`config.mk`:
```
export PLATFORM = sky130hd
export DESIGN_NAME = uart_tx
export DESIGN_NICKNAME = d
export VERILOG_FILES = /design/src/rtl/uart_pkg.sv /design/src/rtl/uart_baud_cnt.sv /design/src/rtl/uart_tx.sv
export SDC_FILE = /design/constraint.sdc
export NUM_CORES = 1
export LEC_CHECK = 0
export ABC_AREA = 1
export ABC_CLOCK_PERIOD_IN_PS = 4500
export CAP_MARGIN = 5
export CORE_MARGIN = 5
export CORE_UTILIZATION = 45
export CTS_CLUSTER_DIAMETER = 120
export DETAILED_ROUTE_END_ITERATION = 6
export PLACE_DENSITY_LB_ADDON = 0.05
export SLEW_MARGIN = 20
export SYNTH_ARGS = -nofsm -noshare
export SYNTH_HDL_FRONTEND = slang
export SYNTH_SLANG_ARGS = --single-unit
```
`constraint.sdc`:
```
create_clock -name sys_clk -period 4.5 [get_ports sys_clk]
set_clock_uncertainty 0.1 [all_clocks]
set_input_delay 0.675 -clock sys_clk [delete_from_list [all_inputs] [get_ports sys_clk]]
set_output_delay 0.675 -clock sys_clk [all_outputs]
set_load 0.005 [all_outputs]
```
`src/rtl/uart_pkg.sv`:
```
// uart_pkg: definitions shared by the UART transmitter and receiver.
//   - uart_state_e : frame FSM state encoding.
//   - PAR_*        : parity-mode constants for the PARITY parameter.
//   - baud_cnt_max : clock cycles per serial bit.
//   - cnt_width    : width of a counter that must hold 0..cnt_max-1.
//   - parity_bit   : parity bit for one data byte in a given mode.
package uart_pkg;

    typedef enum logic [2:0] {
        ST_IDLE  = 3'd0,
        ST_START = 3'd1,
        ST_DATA  = 3'd2,
        ST_PAR   = 3'd3,
        ST_STOP  = 3'd4
    } uart_state_e;

    localparam int PAR_NONE = 0;
    localparam int PAR_ODD  = 1;
    localparam int PAR_EVEN = 2;

    // Cycles per bit; integer division truncates, as the link expects.
    function automatic int baud_cnt_max(input int clk_freq, input int uart_bps);
        return clk_freq / uart_bps;
    endfunction

    // $clog2 of the bit period, kept at least one bit wide.
    function automatic int cnt_width(input int cnt_max);
        return (cnt_max > 1) ? $clog2(cnt_max) : 1;
    endfunction

    // Even parity is the XOR of the data bits; odd parity is its inverse.
    function automatic logic parity_bit(input logic [7:0] data, input int mode);
        logic p;
        case (mode)
            PAR_ODD:  p = ~(^data);
            PAR_EVEN: p = ^data;
            default:  p = 1'b0;
        endcase
        return p;
    endfunction

endpackage

```
`src/rtl/uart_baud_cnt.sv`:
```
// uart_baud_cnt: bit-period counter shared by the UART transmitter and receiver.
// Ports:
//   sys_clk   in  : system clock
//   sys_rst_n in  : asynchronous active-low reset
//   run       in  : count while high, held at zero while low
//   cnt       out : current position inside the bit, 0..CNT_MAX-1
//   bit_end   out : one-cycle strobe on the last cycle of each bit
module uart_baud_cnt
    import uart_pkg::*;
#(
    parameter int CNT_MAX = 434,
    parameter int CNT_W   = cnt_width(CNT_MAX)
) (
    input  logic             sys_clk,
    input  logic             sys_rst_n,
    input  logic             run,
    output logic [CNT_W-1:0] cnt,
    output logic             bit_end
);

    logic [CNT_W-1:0] cnt_r;
    logic             bit_end_s;

    assign bit_end_s = run && (cnt_r == CNT_W'(CNT_MAX - 1));

    // Counter: wraps at the end of each bit, clears whenever run is low.
    always_ff @(posedge sys_clk or negedge sys_rst_n) begin
        if (!sys_rst_n) begin
            cnt_r <= '0;
        end else if (!run || bit_end_s) begin
            cnt_r <= '0;
        end else begin
            cnt_r <= cnt_r + CNT_W'(1);
        end
    end

    assign cnt     = cnt_r;
    assign bit_end = bit_end_s;

endmodule

```
`src/rtl/uart_tx.sv`:
```
// uart_tx: byte-wide 8N1 UART transmitter with optional parity bit.
// Frame on the line: start (0), D0..D7 LSB first, [parity], stop (1).
// Ports:
//   sys_clk      in  : system clock
//   sys_rst_n    in  : asynchronous active-low reset
//   uart_tx_en   in  : request strobe, sampled only while not busy
//   uart_tx_data in  : byte to send, latched on acceptance
//   uart_tx_busy out : high from the cycle after acceptance to the end of stop
//   uart_tx_done out : one-cycle pulse on the last stop-bit cycle
//   uart_txd     out : registered serial output, idle high
module uart_tx
    import uart_pkg::*;
#(
    parameter int CLK_FREQ = 50_000_000,
    parameter int UART_BPS = 115200,
    parameter int PARITY   = 0
) (
    input  logic       sys_clk,
    input  logic       sys_rst_n,
    input  logic       uart_tx_en,
    input  logic [7:0] uart_tx_data,
    output logic       uart_tx_busy,
    output logic       uart_tx_done,
    output logic       uart_txd
);

    localparam int BAUD_CNT_MAX = baud_cnt_max(CLK_FREQ, UART_BPS);
    localparam int CNT_W        = cnt_width(BAUD_CNT_MAX);

    uart_state_e      state_r;
    logic [7:0]       data_r;
    logic [2:0]       bit_idx_r;
    logic             txd_r;

    logic             run_s;
    logic             bit_end_s;
    logic [CNT_W-1:0] baud_cnt_s;
    logic             last_cycle_s;
    logic             busy_s;
    logic             accept_s;

    assign run_s = (state_r != ST_IDLE);

    uart_baud_cnt #(
        .CNT_MAX (BAUD_CNT_MAX),
        .CNT_W   (CNT_W)
    ) u_baud_cnt (
        .sys_clk   (sys_clk),
        .sys_rst_n (sys_rst_n),
        .run       (run_s),
        .cnt       (baud_cnt_s),
        .bit_end   (bit_end_s)
    );

    // Busy falls in the final stop-bit cycle so a new request can be taken
    // there and the next start bit follows with no idle gap.
    assign last_cycle_s = (state_r == ST_STOP) && (baud_cnt_s == CNT_W'(BAUD_CNT_MAX - 1));
    assign busy_s       = run_s && !last_cycle_s;
    assign accept_s     = uart_tx_en && !busy_s;

    // Frame FSM; uart_txd is loaded with the level of the bit being entered.
    always_ff @(posedge sys_clk or negedge sys_rst_n) begin
        if (!sys_rst_n) begin
            state_r   <= ST_IDLE;
            data_r    <= 8'h00;
            bit_idx_r <= 3'd0;
            txd_r     <= 1'b1;
        end else begin
            case (state_r)
                ST_IDLE: begin
                    if (accept_s) begin
                        state_r   <= ST_START;
                        data_r    <= uart_tx_data;
                        bit_idx_r <= 3'd0;
                        txd_r     <= 1'b0;
                    end
                end
                ST_START: begin
                    if (bit_end_s) begin
                        state_r <= ST_DATA;
                        txd_r   <= data_r[0];
                    end
                end
                ST_DATA: begin
                    if (bit_end_s) begin
                        if (bit_idx_r == 3'd7) begin
                            if (PARITY != PAR_NONE) begin
                                state_r <= ST_PAR;
                                txd_r   <= parity_bit(data_r, PARITY);
                            end else begin
                                state_r <= ST_STOP;
                                txd_r   <= 1'b1;
                            end
                        end else begin
                            bit_idx_r <= bit_idx_r + 3'd1;
                            txd_r     <= data_r[bit_idx_r + 3'd1];
                        end
                    end
                end
                ST_PAR: begin
                    if (bit_end_s) begin
                        state_r <= ST_STOP;
                        txd_r   <= 1'b1;
                    end
                end
                ST_STOP: begin
                    if (last_cycle_s) begin
                        if (accept_s) begin
                            state_r   <= ST_START;
                            data_r    <= uart_tx_data;
                            bit_idx_r <= 3'd0;
                            txd_r     <= 1'b0;
                        end else begin
                            state_r <= ST_IDLE;
                            txd_r   <= 1'b1;
                        end
                    end
                end
                default: begin
                    state_r <= ST_IDLE;
                    txd_r   <= 1'b1;
                end
            endcase
        end
    end

    assign uart_txd     = txd_r;
    assign uart_tx_busy = busy_s;
    assign uart_tx_done = last_cycle_s;

endmodule
```
==> results of run 1 <==
## cells by family after synthesis
family / after synthesis
fa+ha+maj: 4
compound gates: 19
flops: 24
simple gates: 90
buf+inv: 29
## through the flow
| stage | util, % | power, mW | instances | hold WS (ps) | worst slack, ps |
|---|---|---|---|---|---|
| 6_report | 54.5 | 0.883 | 213 | 199 | 1890 |
| 5_1_grt | 54.5 | 0.969 | 213 | 236 | 1750 |
| 4_1_cts | 54.5 | 0.888 | 213 | 224 | 1880 |
| 3_5_place_dp | 52.6 | 0.727 | 209 | 382 | 2260 |
| 3_3_place_gp | 52.8 | 0.716 | 209 | 375 | 2280 |
| 2_1_floorplan | - | 0.632 | 166 | 279 | 2770 |
## cell usage after synthesis, drive strengths merged
| cell type | number |
|---|---|
| a21oi | 6 |
| dfstp | 1 |
| and3 | 2 |
| inv | 28 |
| nand2 | 50 |
| nor3 | 6 |
| ha | 4 |
| nand3 | 13 |
| nand4 | 1 |
| dfrtp | 23 |
| nor2 | 17 |
| nand3b | 1 |
| o21a | 1 |
| o21ai | 12 |
| buf | 1 |
## layer usage
metal / wire, um / track usage (%) / up-vias
li1: - / - / 551
met1: 1260 / 18.8 / 455
met2: 1010 / 20.1 / 18
met3: 115 / 3.15 / 4
met4: 30 / 3.90 / 0
met5: 0 / 0 / -
## state kept, by name (all words and copies together) (netlist names)
signal,cells
u_baud_cnt.cnt,9
data_r,8
bit_idx_r,3
state_r,3
uart_txd,1
## area by class of cell
cell class | count | area [um^2] | area share [%]
Clock buffer | 3 | 22.5 | 1.49
Clock inverter | 1 | 30.0 | 1.98
Tap cell | 31 | 38.8 | 2.56
Timing Repair Buffer | 13 | 125 | 8.25
Inverter | 28 | 105 | 6.93
Multi-Input combinational cell | 113 | 593 | 39.1
Sequential cell | 24 | 602 | 39.7
## final timing paths
check	to	slack, ps	depth (start not counted)
max	uart_tx_busy	1890	6
min	state_r[1]	200	1
max reg2reg	uart_txd	2760	10
min reg2reg	u_baud_cnt.cnt[0]	410	1
max in group asynchronous	uart_txd	3730	1
min in group sys_clk	u_baud_cnt.cnt[0]	410	1
## cell usage in the layout (no fill, tap or decap), drive strengths merged, types with 2 or more instances in the layout
master / Yosys / final
nand2: 50 / 50
a21oi: 6 / 6
o21ai: 12 / 12
and3: 2 / 2
nor3: 6 / 6
inv: 28 / 28
clkdlybuf4s50: 0 / 12
ha: 4 / 4
nand3: 13 / 13
clkbuf: 0 / 3
dfrtp: 23 / 23
nor2: 17 / 17
## critical path, cell delays in order, from the launching register on
cell,delay (ps)
dfrtp_1,490
nor2_4,220
nand2_2,100
inv_2,90
nand2_4,60
nand2_1,60
clkdlybuf4s50_1,490
## power breakdown
| group | switching [mW] | internal [mW] | total [mW] | leakage (nW) |
|---|---|---|---|---|
| clock | 0.0711 | 0.0901 | 0.161 | 0.0279 |
| combinational | 0.222 | 0.141 | 0.363 | 0.434 |
| sequential | 0.0631 | 0.295 | 0.358 | 0.308 |
| total | 0.357 | 0.526 | 0.883 | 0.770 |
==> impl_metrics.toml, run 1 <==
[timing]
worst_slew_pin_slew_ps = 529
fmax_mhz = 383
setup_viol = 0
tns_ps = 0
period_share_pct = 58.0
rsz0062_at_grt = "false"
fin_crit_ps = 2610
slew_headroom_pct = 64.7
hold_viol_final = 0
finalMaxSlewViolations = 0

[power]
p_per_area_mw_per_mm2 = 582
power.leakage_nw = 0.770
max-vdd-ir-drop_mv = 0.320

[final_layout]
antenna_cells = 0
nFillCells = 287
drive_above_1_share_pct = 12.6
syn2layout_area_growth_pct = 15.6
fin_area_mm2 = 0.00152
layout.nets = 198

[floorplanning]
rows = 19
die_y_um = 64.0
io_pins = 14
die_area_mm2 = 0.00409
start_util_pct = 47.1
die_w_um = 64.0
core_area_mm2 = 0.00278

[worst_hold_path]
hp-class = "in2async"

[setup_path]
required_ps = 3720
crit_path_start_kind = "flip-flop"
path_class = "reg2out"
arrival_ps = 1830
cp-end-kind = "output port"
cp-startpoint = "state_r[1]"
cp_max_fo = 6
r2r-start = "bit_idx_r[0]"

[clock_tree]
htreeDepth = 1
insertion_delay_ps = 320
cts_resized = 0
clk_pin_slew_ps = 150
cts_root_buf = "clkbuf_4"
clockBufferDepth = 2
cts_tree = "yes"
cts-buffers-inserted = 3
hold_buffers = 0
cts.sinks = 24
post_cts_buffers = 0

[logic_synthesis]
avgSynthCellArea_um2 = 7.90
ys_seq_elements = 24
syn_area_mm2 = 0.00131
ys_warn_count = 0
synth-simple-area-share_pct = 33.4
synthAdderAreaFrac_pct = 3.82
yosysTopAreaCellShare_pct = 43.9
synth_cells = 166
synth_top_cell_by_area = "dfrtp_1"
syn-num-nets = 181
synth_mux_area_share_pct = 0
synth-xor-area-share_pct = 0
synth-compound-area-share_pct = 8.02
synth_top_family_by_area = "simple AND/OR/NAND/NOR gates"
yosysUniqueCellTypes = 26
ys_seq_area_share_pct = 45.9
synthTopCellsByArea = "dfrtp_1 (44%), nand2_1 (13%), inv_1 (7.2%), nand3_1 (4.2%), nor2_1 (4.0%)"

[global_routing]
grt_max_degree = 25
grt_pass1_vias = 1008
grt_first_pass_wirelength_um = 4440
overflow = 0
grt_usage_pct = 13.3
grt_antenna_before_repair = 0

[place]
port_buffers = 13
gp_congestion = 0.847
dpl.hpwl_um = 1840
placed_area_mm2 = 0.00146

[job]
maxCapViolCount = 0

[detailed_routing]
finalWirelength_um = 2410
drcViolationCount = 0
dr.first_iter.drc_count = 58
routedWlPerCell_um = 11.3
viasPerCell = 4.83
antenna_left = 0
vias = 1028
drtPass1Iterations = 4

[outcome]
status = "completed"
(Power assumes the default switching activity.)
==> run 2: changes to the inputs <==
--- a/config.mk
+++ b/config.mk
@@ -6,7 +6,7 @@
 export NUM_CORES = 1
 export LEC_CHECK = 0
 export ABC_AREA = 1
-export ABC_CLOCK_PERIOD_IN_PS = 4500
+export ABC_CLOCK_PERIOD_IN_PS = 2200
 export CAP_MARGIN = 5
 export CORE_MARGIN = 5
 export CORE_UTILIZATION = 45
==> constraint.sdc (replaced) <==
create_clock -name sys_clk -period 2.2 [get_ports sys_clk]
set_clock_uncertainty 0.1 [all_clocks]
set_input_delay 0.33 -clock sys_clk [delete_from_list [all_inputs] [get_ports sys_clk]]
set_output_delay 0.33 -clock sys_clk [all_outputs]
set_load 0.005 [all_outputs]
==> impl_metrics.toml, run 2 (synthesized netlist as in run 1, its figures left out) <==
[outcome]
status = "completed"

[setup_path]
path_class = "reg2out"
arrival_ps = 1560
slowest_delay_ps = 410
cp-end-kind = "output port"
cp_max_fo = 6
critPathTopFamily = "flip-flops"
crit_chain = "inv_1, ha_1, nand2_1, nor2_2, nand2_4, nand2_4, nand2_1, dlygate4sd2_1"
required_ps = 1770
cp_num_buf_inv = 2
crit_slowest_cell = "dfrtp_1"
crit_path_start_kind = "flip-flop"

[job]
maxCapViolCount = 0

[timing]
hold_viol_final = 0
finalMaxSlewViolations = 0
worst_slew_pin_slew_ps = 405
setup_viol = 0
holdWs_ps = 247
fmax_mhz = 501
fin_crit_ps = 1990
rsz0062_at_grt = "false"
period_share_pct = 90.6
slew_headroom_pct = 73.0
tns_ps = 0

[detailed_routing]
dr.first_iter.drc_count = 24
antenna_left = 0
finalWirelength_um = 2290
viasPerCell = 4.78
drcViolationCount = 0
vias = 1032
routedWlPerCell_um = 10.6
drtPass1Iterations = 4

[clock_tree]
cts_tree = "yes"
htreeDepth = 1
clockBufferDepth = 2
cts-buffers-inserted = 3
cts_root_buf = "clkbuf_4"
cts.sinks = 24
hold_buffers = 0
clk_pin_slew_ps = 140
insertion_delay_ps = 310

[power]
p_per_area_mw_per_mm2 = 1170
power.leakage_nw = 0.788
max-vdd-ir-drop_mv = 0.653

[floorplanning]
core_area_mm2 = 0.00278
die_area_mm2 = 0.00409
die_y_um = 64.0
start_util_pct = 47.1
die_w_um = 64.0
io_pins = 14
rows = 19

[final_layout]
layout_commonest_cell = "nand2_1"
largest_reg_flops = 9
layout.nets = 201
syn2layout_area_growth_pct = 17.7
antenna_cells = 0
nFillCells = 268
drive_above_1_share_pct = 14.1
fin_area_mm2 = 0.00154
final_cell_mix = "nand2_1 (44), inv_1 (25), dfrtp_1 (22), nor2_1 (14)"

[global_routing]
grt_first_pass_wirelength_um = 4440
grt_pass1_vias = 1042
overflow = 0
grt_antenna_before_repair = 0
grt_max_degree = 25
grt_usage_pct = 13.1

[worst_hold_path]
hp-class = "in2async"

[place]
dpl.hpwl_um = 1790
placed_area_mm2 = 0.00148
gp_congestion = 0.854
port_buffers = 13
run 2: cell count changes in the layout (fill, tap and decap cells not counted), sizes merged:
| cell | delta |
|---|---|
| buf | +2 |
| clkdlybuf4s50 | -1 |
| dlygate4sd2 | +2 |
run 2: worst paths after layout:
| check | from | endpoint | slack [ps] | depth (start not counted) |
|---|---|---|---|---|
| max | u_baud_cnt.cnt[1] | uart_tx_busy | 210 | 8 |
| min | sys_rst_n | u_baud_cnt.cnt[2] | 250 | 2 |
| max reg2reg | bit_idx_r[0] | uart_txd | 460 | 10 |
| min reg2reg | data_r[5] | data_r[5] | 400 | 2 |
| max in group asynchronous | sys_rst_n | uart_txd | 1460 | 2 |
| min in group sys_clk | data_r[5] | data_r[5] | 400 | 2 |
run 2: power breakdown:
part	total, mW	switching (mW)	internal, mW
combinational	0.765	0.460	0.305
sequential	0.729	0.123	0.606
clock	0.318	0.134	0.184
run 2: repair_timing:
item | CTS | global route
endpoints found under the hold margin | 0 | 0
setup endpoints to repair | 2 | 0
resized for setup | 3 | 0
buffers inserted | 2 | 0
run 2: final cells by class:
class | instances | area (um^2) | share of cell area, %
clock inverter | 1 | 30.0 | 1.95
inverter | 28 | 105 | 6.81
clock buffer | 3 | 22.5 | 1.46
sequential | 24 | 603 | 39.1
timing repair buffer | 16 | 150 | 9.73
multi-input combinational | 113 | 593 | 38.4
tap | 31 | 38.8 | 2.51
run 2: worst reg2reg max path, stage by stage, from the launching register on:
cell	delay (ps)
dfrtp_1	480
ha_1	230
ha_1	320
inv_1	90
nand3_1	80
nand3_1	80
nand2_1	60
nor2_1	90
nand3_1	70
nand2_1	60
inv_1	30
run 2: through the flow:
step	total power, mW	cells	util (%)	setup slack, ps
4_1_cts	1.83	216	55.5	178
3_3_place_gp	1.47	210	53.1	319
3_5_place_dp	1.49	210	53.1	288
5_1_grt	2.00	216	55.5	71.8
6_report	1.81	216	55.5	206
2_1_floorplan	1.29	166	-	616
run 2: layer usage:
metal | share of wire [%] | GRT usage [%]
met5 | 0 | 0
met4 | 0.61 | 3.64
met3 | 3.9 | 3.15
met2 | 40 | 19.6
met1 | 55 | 18.8
